==> config.mk <==
export PLATFORM = sky130hd
export DESIGN_NAME = apb_master_arbiter
export DESIGN_NICKNAME = d
export VERILOG_FILES = /design/src/rtl/apb_master_arbiter.sv
export SDC_FILE = /design/constraint.sdc
export NUM_CORES = 1
export LEC_CHECK = 0
export ABC_AREA = 1
export CORE_MARGIN = 2
export CORE_UTILIZATION = 25
export CTS_BUF_LIST = sky130_fd_sc_hd__clkbuf_4 sky130_fd_sc_hd__clkbuf_8
export DETAILED_ROUTE_END_ITERATION = 7
export MAX_ROUTING_LAYER = met4
export PLACE_DENSITY = 0.6
export SKIP_CTS_REPAIR_TIMING = 1
export SYNTH_ARGS = -nofsm -noshare
export SYNTH_HDL_FRONTEND = slang
export SYNTH_SLANG_ARGS = --single-unit
==> constraint.sdc <==
create_clock -name pclk -period 2.6 [get_ports pclk]
set_input_delay 0.52 -clock pclk [delete_from_list [all_inputs] [get_ports pclk]]
set_output_delay 0.52 -clock pclk [all_outputs]
set_load 0.005 [all_outputs]
==> src/rtl/apb_master_arbiter.sv <==
// Shares one APB master port between NUM_REQ requesters. Arbitration is round-robin
// with an optional uart_int priority override, and every transfer is one SETUP plus one ACCESS cycle.
module apb_master_arbiter #(
    parameter int NUM_REQ     = 4,
    parameter int ADDR_W      = 32,
    parameter int DATA_W      = 32,
    parameter int IRQ_REQ     = 0,
    parameter int IRQ_PRIO_EN = 1
) (
    input  logic                      pclk,
    input  logic                      presetn,
    input  logic [NUM_REQ-1:0]        req,
    input  logic [NUM_REQ-1:0]        req_write,
    input  logic [NUM_REQ*ADDR_W-1:0] req_addr,
    input  logic [NUM_REQ*DATA_W-1:0] req_wdata,
    output logic [NUM_REQ-1:0]        gnt,
    output logic [NUM_REQ-1:0]        done,
    output logic [DATA_W-1:0]         rdata,
    output logic [ADDR_W-1:0]         paddr,
    output logic [DATA_W-1:0]         pwdata,
    output logic                      pwrite,
    output logic                      psel,
    output logic                      penable,
    input  logic [DATA_W-1:0]         prdata,
    input  logic                      uart_int,
    output logic                      busy
);

    localparam int IDX_W = $clog2(NUM_REQ);

    typedef enum logic [1:0] {
        IDLE,
        SETUP,
        ACCESS
    } state_t;

    state_t             state_q, state_d;
    logic [NUM_REQ-1:0] gnt_q, gnt_d;
    logic [NUM_REQ-1:0] done_q, done_d;
    logic [DATA_W-1:0]  rdata_q, rdata_d;
    logic [ADDR_W-1:0]  paddr_q, paddr_d;
    logic [DATA_W-1:0]  pwdata_q, pwdata_d;
    logic               pwrite_q, pwrite_d;
    logic               psel_q, psel_d;
    logic               penable_q, penable_d;
    logic               busy_q, busy_d;
    logic [IDX_W-1:0]   last_q, last_d;
    logic [IDX_W-1:0]   winner_q, winner_d;

    logic               arb_valid;
    logic [IDX_W-1:0]   arb_idx;
    logic               start;

    // Round-robin search starts just after the last winner; the IRQ requester overrides it.
    always_comb begin : arb_comb
        int cand;
        arb_valid = 1'b0;
        arb_idx   = '0;
        cand      = 0;
        for (int k = 1; k <= NUM_REQ; k++) begin
            cand = int'(last_q) + k;
            if (cand >= NUM_REQ) begin
                cand = cand - NUM_REQ;
            end
            if (!arb_valid && req[IDX_W'(cand)]) begin
                arb_valid = 1'b1;
                arb_idx   = IDX_W'(cand);
            end
        end
        if ((IRQ_PRIO_EN != 0) && uart_int && req[IDX_W'(IRQ_REQ)]) begin
            arb_valid = 1'b1;
            arb_idx   = IDX_W'(IRQ_REQ);
        end
    end

    always_comb begin
        state_d   = state_q;
        gnt_d     = '0;
        done_d    = '0;
        rdata_d   = rdata_q;
        paddr_d   = paddr_q;
        pwdata_d  = pwdata_q;
        pwrite_d  = pwrite_q;
        psel_d    = 1'b0;
        penable_d = 1'b0;
        busy_d    = 1'b0;
        last_d    = last_q;
        winner_d  = winner_q;
        start     = 1'b0;

        case (state_q)
            IDLE: begin
                start = arb_valid;
            end
            SETUP: begin
                state_d   = ACCESS;
                psel_d    = 1'b1;
                penable_d = 1'b1;
                busy_d    = 1'b1;
            end
            ACCESS: begin
                done_d[winner_q] = 1'b1;
                if (!pwrite_q) begin
                    rdata_d = prdata;
                end
                if (arb_valid) begin
                    start = 1'b1;
                end else begin
                    state_d = IDLE;
                end
            end
            default: begin
                state_d = IDLE;
            end
        endcase

        // A new grant latches the winner's fields; the bus then ignores the requester until done.
        if (start) begin
            state_d        = SETUP;
            psel_d         = 1'b1;
            penable_d      = 1'b0;
            busy_d         = 1'b1;
            gnt_d[arb_idx] = 1'b1;
            paddr_d        = req_addr[int'(arb_idx)*ADDR_W +: ADDR_W];
            pwdata_d       = req_wdata[int'(arb_idx)*DATA_W +: DATA_W];
            pwrite_d       = req_write[arb_idx];
            last_d         = arb_idx;
            winner_d       = arb_idx;
        end
    end

    always_ff @(posedge pclk or negedge presetn) begin
        if (!presetn) begin
            state_q   <= IDLE;
            gnt_q     <= '0;
            done_q    <= '0;
            rdata_q   <= '0;
            paddr_q   <= '0;
            pwdata_q  <= '0;
            pwrite_q  <= 1'b0;
            psel_q    <= 1'b0;
            penable_q <= 1'b0;
            busy_q    <= 1'b0;
            last_q    <= IDX_W'(NUM_REQ - 1);
            winner_q  <= '0;
        end else begin
            state_q   <= state_d;
            gnt_q     <= gnt_d;
            done_q    <= done_d;
            rdata_q   <= rdata_d;
            paddr_q   <= paddr_d;
            pwdata_q  <= pwdata_d;
            pwrite_q  <= pwrite_d;
            psel_q    <= psel_d;
            penable_q <= penable_d;
            busy_q    <= busy_d;
            last_q    <= last_d;
            winner_q  <= winner_d;
        end
    end

    assign gnt     = gnt_q;
    assign done    = done_q;
    assign rdata   = rdata_q;
    assign paddr   = paddr_q;
    assign pwdata  = pwdata_q;
    assign pwrite  = pwrite_q;
    assign psel    = psel_q;
    assign penable = penable_q;
    assign busy    = busy_q;

endmodule

Yosys cells after proc, flatten, opt, wreduce, memory -nomap -nowiden
Cells that the tools add are included.
{ "word_totals": {"register_bits": 113, "input_bits": 299, "out_inout_bits": 108, "wordCells": 92} }
{ "op_classes": {"addsub": 8, "order_cmp": 12, "n_eq_ne": 4, "shift": 2, "muxes": 42, "n_bitwise": 1, "n_reduce_logical": 12} }
{ "ops": {"columns": ["op", "n"], "rows": [
  ["$shiftx A128 B8 Y32", 2],
  ["$mux W2", 11],
  ["$mux W1", 20],
  ["$lt A2 B4 Y1 const B", 4],
  ["$bmux W1 S2", 5],
  ["$ge A3 B3 Y1 const B", 3],
  ["$mux W4", 2],
  ["$sub A2 B1 Y2 const B", 4],
  ["$add A2 B2 Y3 const B", 2],
  ["$logic_and A1 B1 Y1", 6],
  ["$lt A2 B3 Y1 const B", 2],
  ["$pmux W2 S3", 1],
  ["$add A2 B3 Y4 const B", 1],
  ["$demux W1 S2", 2],
  ["$ge A2 B1 Y1 const B", 2],
  ["$ge A4 B3 Y1 const B", 1],
  ["$reduce_and A2 Y1", 2],
  ["$add A2 B1 Y3 const B", 1],
  ["$logic_not A1 Y1", 3],
  ["$ne A3 B3 Y1 const B", 1],
  ["$eq A2 B1 Y1 const B", 1],
  ["$eq A2 B2 Y1 const B", 1],
  ["$logic_not A2 Y1", 1],
  ["$ne A2 B2 Y1 const B", 1],
  ["2 further kinds", 2]
]} }

Logic depth before layout (Yosys ltp)
{ "logic_depth": {"word_depth": 22, "ltp_mapped": 18} }

Worst setup path after synthesis
OpenSTA, ideal clock, no wires.
{ "synth_timing": {"kind": "register to register", "start": "register last_q[0]", "end": "register pwdata_q[11], in the netlist pwdata[11]", "setup_ns": 0.120, "arrival_ns": 1.928, "t_required_ns": 2.480, "path_slack_ns": 0.552, "path_stages_with_launch": 17, "n_path_buf": 3, "synth_period_minus_slack_ns": 2.048, "cell_sequence": "dfstp_2 > buf_6 > inv_4 > nand2_1 > nand2_2 > nand2_2 > nand2_4 > nor2_8 > nand3_2 > nand3_1 > nand2_2 > inv_2 > buf_4 > buf_2 > nand2_1 > a21oi_1 > nor2_2"} }
{ "synth_between": {"elab_chain_len": 19, "elab_cells_between_ends": 47} }
{ "synth_rtl": {"columns": ["element", "line_no", "text"], "rows": [
  ["start, declared", "47", "logic [IDX_W-1:0] last_q, last_d;"],
  ["start signal, assigned", "144", "last_q <= IDX_W'(NUM_REQ - 1);"],
  ["start signal, assigned", "157", "last_q <= last_d;"],
  ["parallel branches: the longest is 19 deep, another holds $add A2 B1 Y3", null, null],
  ["end signal, assigned", "152", "pwdata_q <= pwdata_d;"],
  ["end, declared", "42", "logic [DATA_W-1:0] pwdata_q, pwdata_d;"]
]} }
Parallel ways; which one is timed is not known. The select of a mux whose other input is x is not followed.
A chain may end at the register's enable or synchronous reset.

Worst setup path after layout
{ "layout_timing": {"start": "register last_q[0]", "end": "register pwdata_q[23], in the netlist pwdata[23]"} }
The elaborated chain is that of the path after synthesis.

==> metrics.txt <==
status=completed; Num CTS Buffers=17; Final Cycle Share=0.9294; Crit Path Max Fanout=10; switching fraction of total power=0.4557; Min Hold Slack=roughly 0.069 ns; Setup Skew=about 0.026 ns; Vias/cell=between 4 and 5; post-synthesis register bit count=113; vias post-DR=between 7000 and 8000; synthesized instance count=969; PD cells=between 1000 and 1500 mW/mm^2; Root Buffer=clkbuf_8; Layout area overhead=69.41%; post-route ant nets=0; layout cells sized above 1=0.1552; starting density of the core=0.2533; fin crit period=2.416 ns; R2R Setup Slk=between 0.15 and 0.2 ns; DRT Pass-1 Iters=5; Max Clk Rate=413.8 MHz; CP Data Required Time=between 2 and 3 ns; WL final=between 30 and 40 mm; internal power=8.268 mW; reg2reg end=pwdata[23]; Post-Syn Area per Cell=around 7.5 sq um; # clock sinks=113; vias in the first global route=around 7900; RSZ-0062 raised after global routing=no; dpl hpwl=22.59 mm; Die X=roughly 170 microns; max-cap violations=0; Pins Over Slew Limit=0; post-place setup slack=-0.2001 ns; clock-pin transition on the worst setup and hold timing paths=roughly 0.09 ns; I/O Buffers=406; Yosys cell types=28; GR Util All Layers=0.2003; clk buf depth=2; Std-Cell Rows=62; slew at the pin closest to its max-slew limit=approximately 0.67 ns; Hold Path Class=input pin to async pin; drt drc=0; Lkg Pwr=around 5.5 nW; GRT overflow=0; final setup margin=about 0.18 ns; R2R depth=15; CTS H-tree lvls=4; critical path endpoint category=register; average wire per standard cell=17.11 microns; global-route wire length before repair=45.50 mm; Sequential Power Share=0.207; FF-to-FF Start=last_q[0]; register area share after synthesis=0.3903; GPL Wtd Cong=between 0.8 and 0.9; I/O Pins=between 400 and 500; initial antenna violation count=3; core area=approximately 0.029 sq mm; Logic pwr share=0.683; slew margin rel.=0.5524; worst skew pair latency=0.44 ns; kind of critical path=register to register; Switch Pwr=between 6 and 7 mW; number of fill cells=between 2000 and 3000; TritonCTS clock tree=done; mapped cell area=around 0.0073 sq mm; largest net degree at the start of global routing=71; Clock Power Share=0.110; fin nets=between 1500 and 2000; most frequent cells in the layout=405 x clkdlybuf4s50_1, 233 x nand2_1, 113 x nand3_1; Max rail drop VDD=0.0009334 V; critical path arrival=roughly 2.8 ns; die area=0.03039 sq mm; Startpoint Class=register; DRT iter0 DRCs=between 400 and 500; Final setup viols=0; syn_nets=about 1300; Final Hold Vio Count=0; Die Y=about 170 microns; most common cell after layout, fill and taps aside=clkdlybuf4s50_1; synth warn=0
==> critical path: stages (launching register included) <==
cell     delay (ns)
dfstp_2        0.67
inv_4          0.09
nand2_1        0.09
nand2_1        0.07
nand2_2        0.10
nand2_4        0.07
nor2_8         0.10
nand3_2        0.09
nand3_1        0.13
nand2_4        0.12
nand2_2        0.19
inv_1          0.10
buf_12         0.14
nor2_1         0.21
nor2_1         0.09
nor2_1         0.10
==> how the worst max path moves through the flow <==
stage,startpoint,end,slack (ns),cells past startpoint
2_1_floorplan,last_q[0],pwdata[11],0.55,16
3_5_place_dp,req[0],pwdata[1],-0.20,15
6_report,last_q[0],pwdata[23],0.18,15
5_1_grt,last_q[0],pwdata[8],0.0003,14
3_3_place_gp,req[0],pwdata[1],-0.15,15
4_1_cts,last_q[0],pwdata[23],0.17,15
==> per-stage QoR <==
step | instance area (sq um) | setup TNS [ns] | utilization | power [mW] | cells
after floorplan | 7252 | 0 | - | 8.993 | 969
after global placement | 11900 | -1.479 | 0.4158 | 13.58 | 1724
after detailed placement | 11900 | -3.742 | 0.4158 | 13.70 | 1724
after CTS | 12280 | 0 | 0.4289 | 15.43 | 1756
after global routing | 12290 | 0 | 0.4292 | 16.57 | 1759
final | 12290 | 0 | 0.4292 | 15.19 | 1759
==> cells in the mapped netlist (all sizes together) <==
cell type	count	area share
nor3	4	0.0028
clkbuf	25	0.013
nand2	245	0.13
buf	41	0.036
dfstp	2	0.0072
or2	64	0.055
inv	93	0.048
nand4	1	0.00086
o21ai	8	0.0071
nor2	84	0.048
nand3b	60	0.062
a21oi	60	0.041
mux2	32	0.050
dfrtp	111	0.38
nand3	139	0.11
==> routing by layer <==
metal	wire length [microns]	global-route usage	vias up
met5	0	-	-
met4	705	0.06478	0
met3	2277	0.05052	35
met2	14800	0.3363	342
met1	12310	0.2341	3649
li1	-	-	3865
==> power by group through the flow <==
stage	clock [mW]	combinational [mW]	sequential, mW
after floorplan	0	5.83	3.17
after global placement	0	10.4	3.16
after detailed placement	0	10.5	3.19
after CTS	1.73	10.5	3.16
after global routing	1.82	11.5	3.26
final	1.66	10.4	3.15
==> sequential cells by signal, summed over array words and instances, names as in the netlist <==
register and cells:
pwrite 1, rdata 32, paddr 32, last_q 2
winner_q 2, penable 1, gnt 4, done 4
state_q 2, busy 1, pwdata 32
==> layout make-up <==
| class | instances | area, sq um | area share |
|---|---|---|---|
| Antenna cell | 3 | 7.507 | 0.0006111 |
| Clock buffer | 18 | 247.7 | 0.02017 |
| Clock inverter | 14 | 128.9 | 0.01049 |
| Inverter | 93 | 352.8 | 0.02872 |
| Multi-Input combinational cell | 697 | 3731 | 0.3037 |
| Sequential cell | 113 | 2830 | 0.2304 |
| Tap cell | 384 | 480.5 | 0.03911 |
| Timing Repair Buffer | 437 | 4507 | 0.3668 |
==> logic make-up (layout without fill, tap and decap cells) <==
family                 after synthesis  after routing  share of synthesized area
AO/OA/AOI/OAI                       68             68                    0.04848
buffers and inverters              159            562                    0.09696
flip-flops                         113            113                     0.3903
multiplexers                        32             32                    0.04969
other                                0              3                          0
AND/OR/NAND/NOR                    597            597                     0.4146
Power figures use the tool's default switching activity.
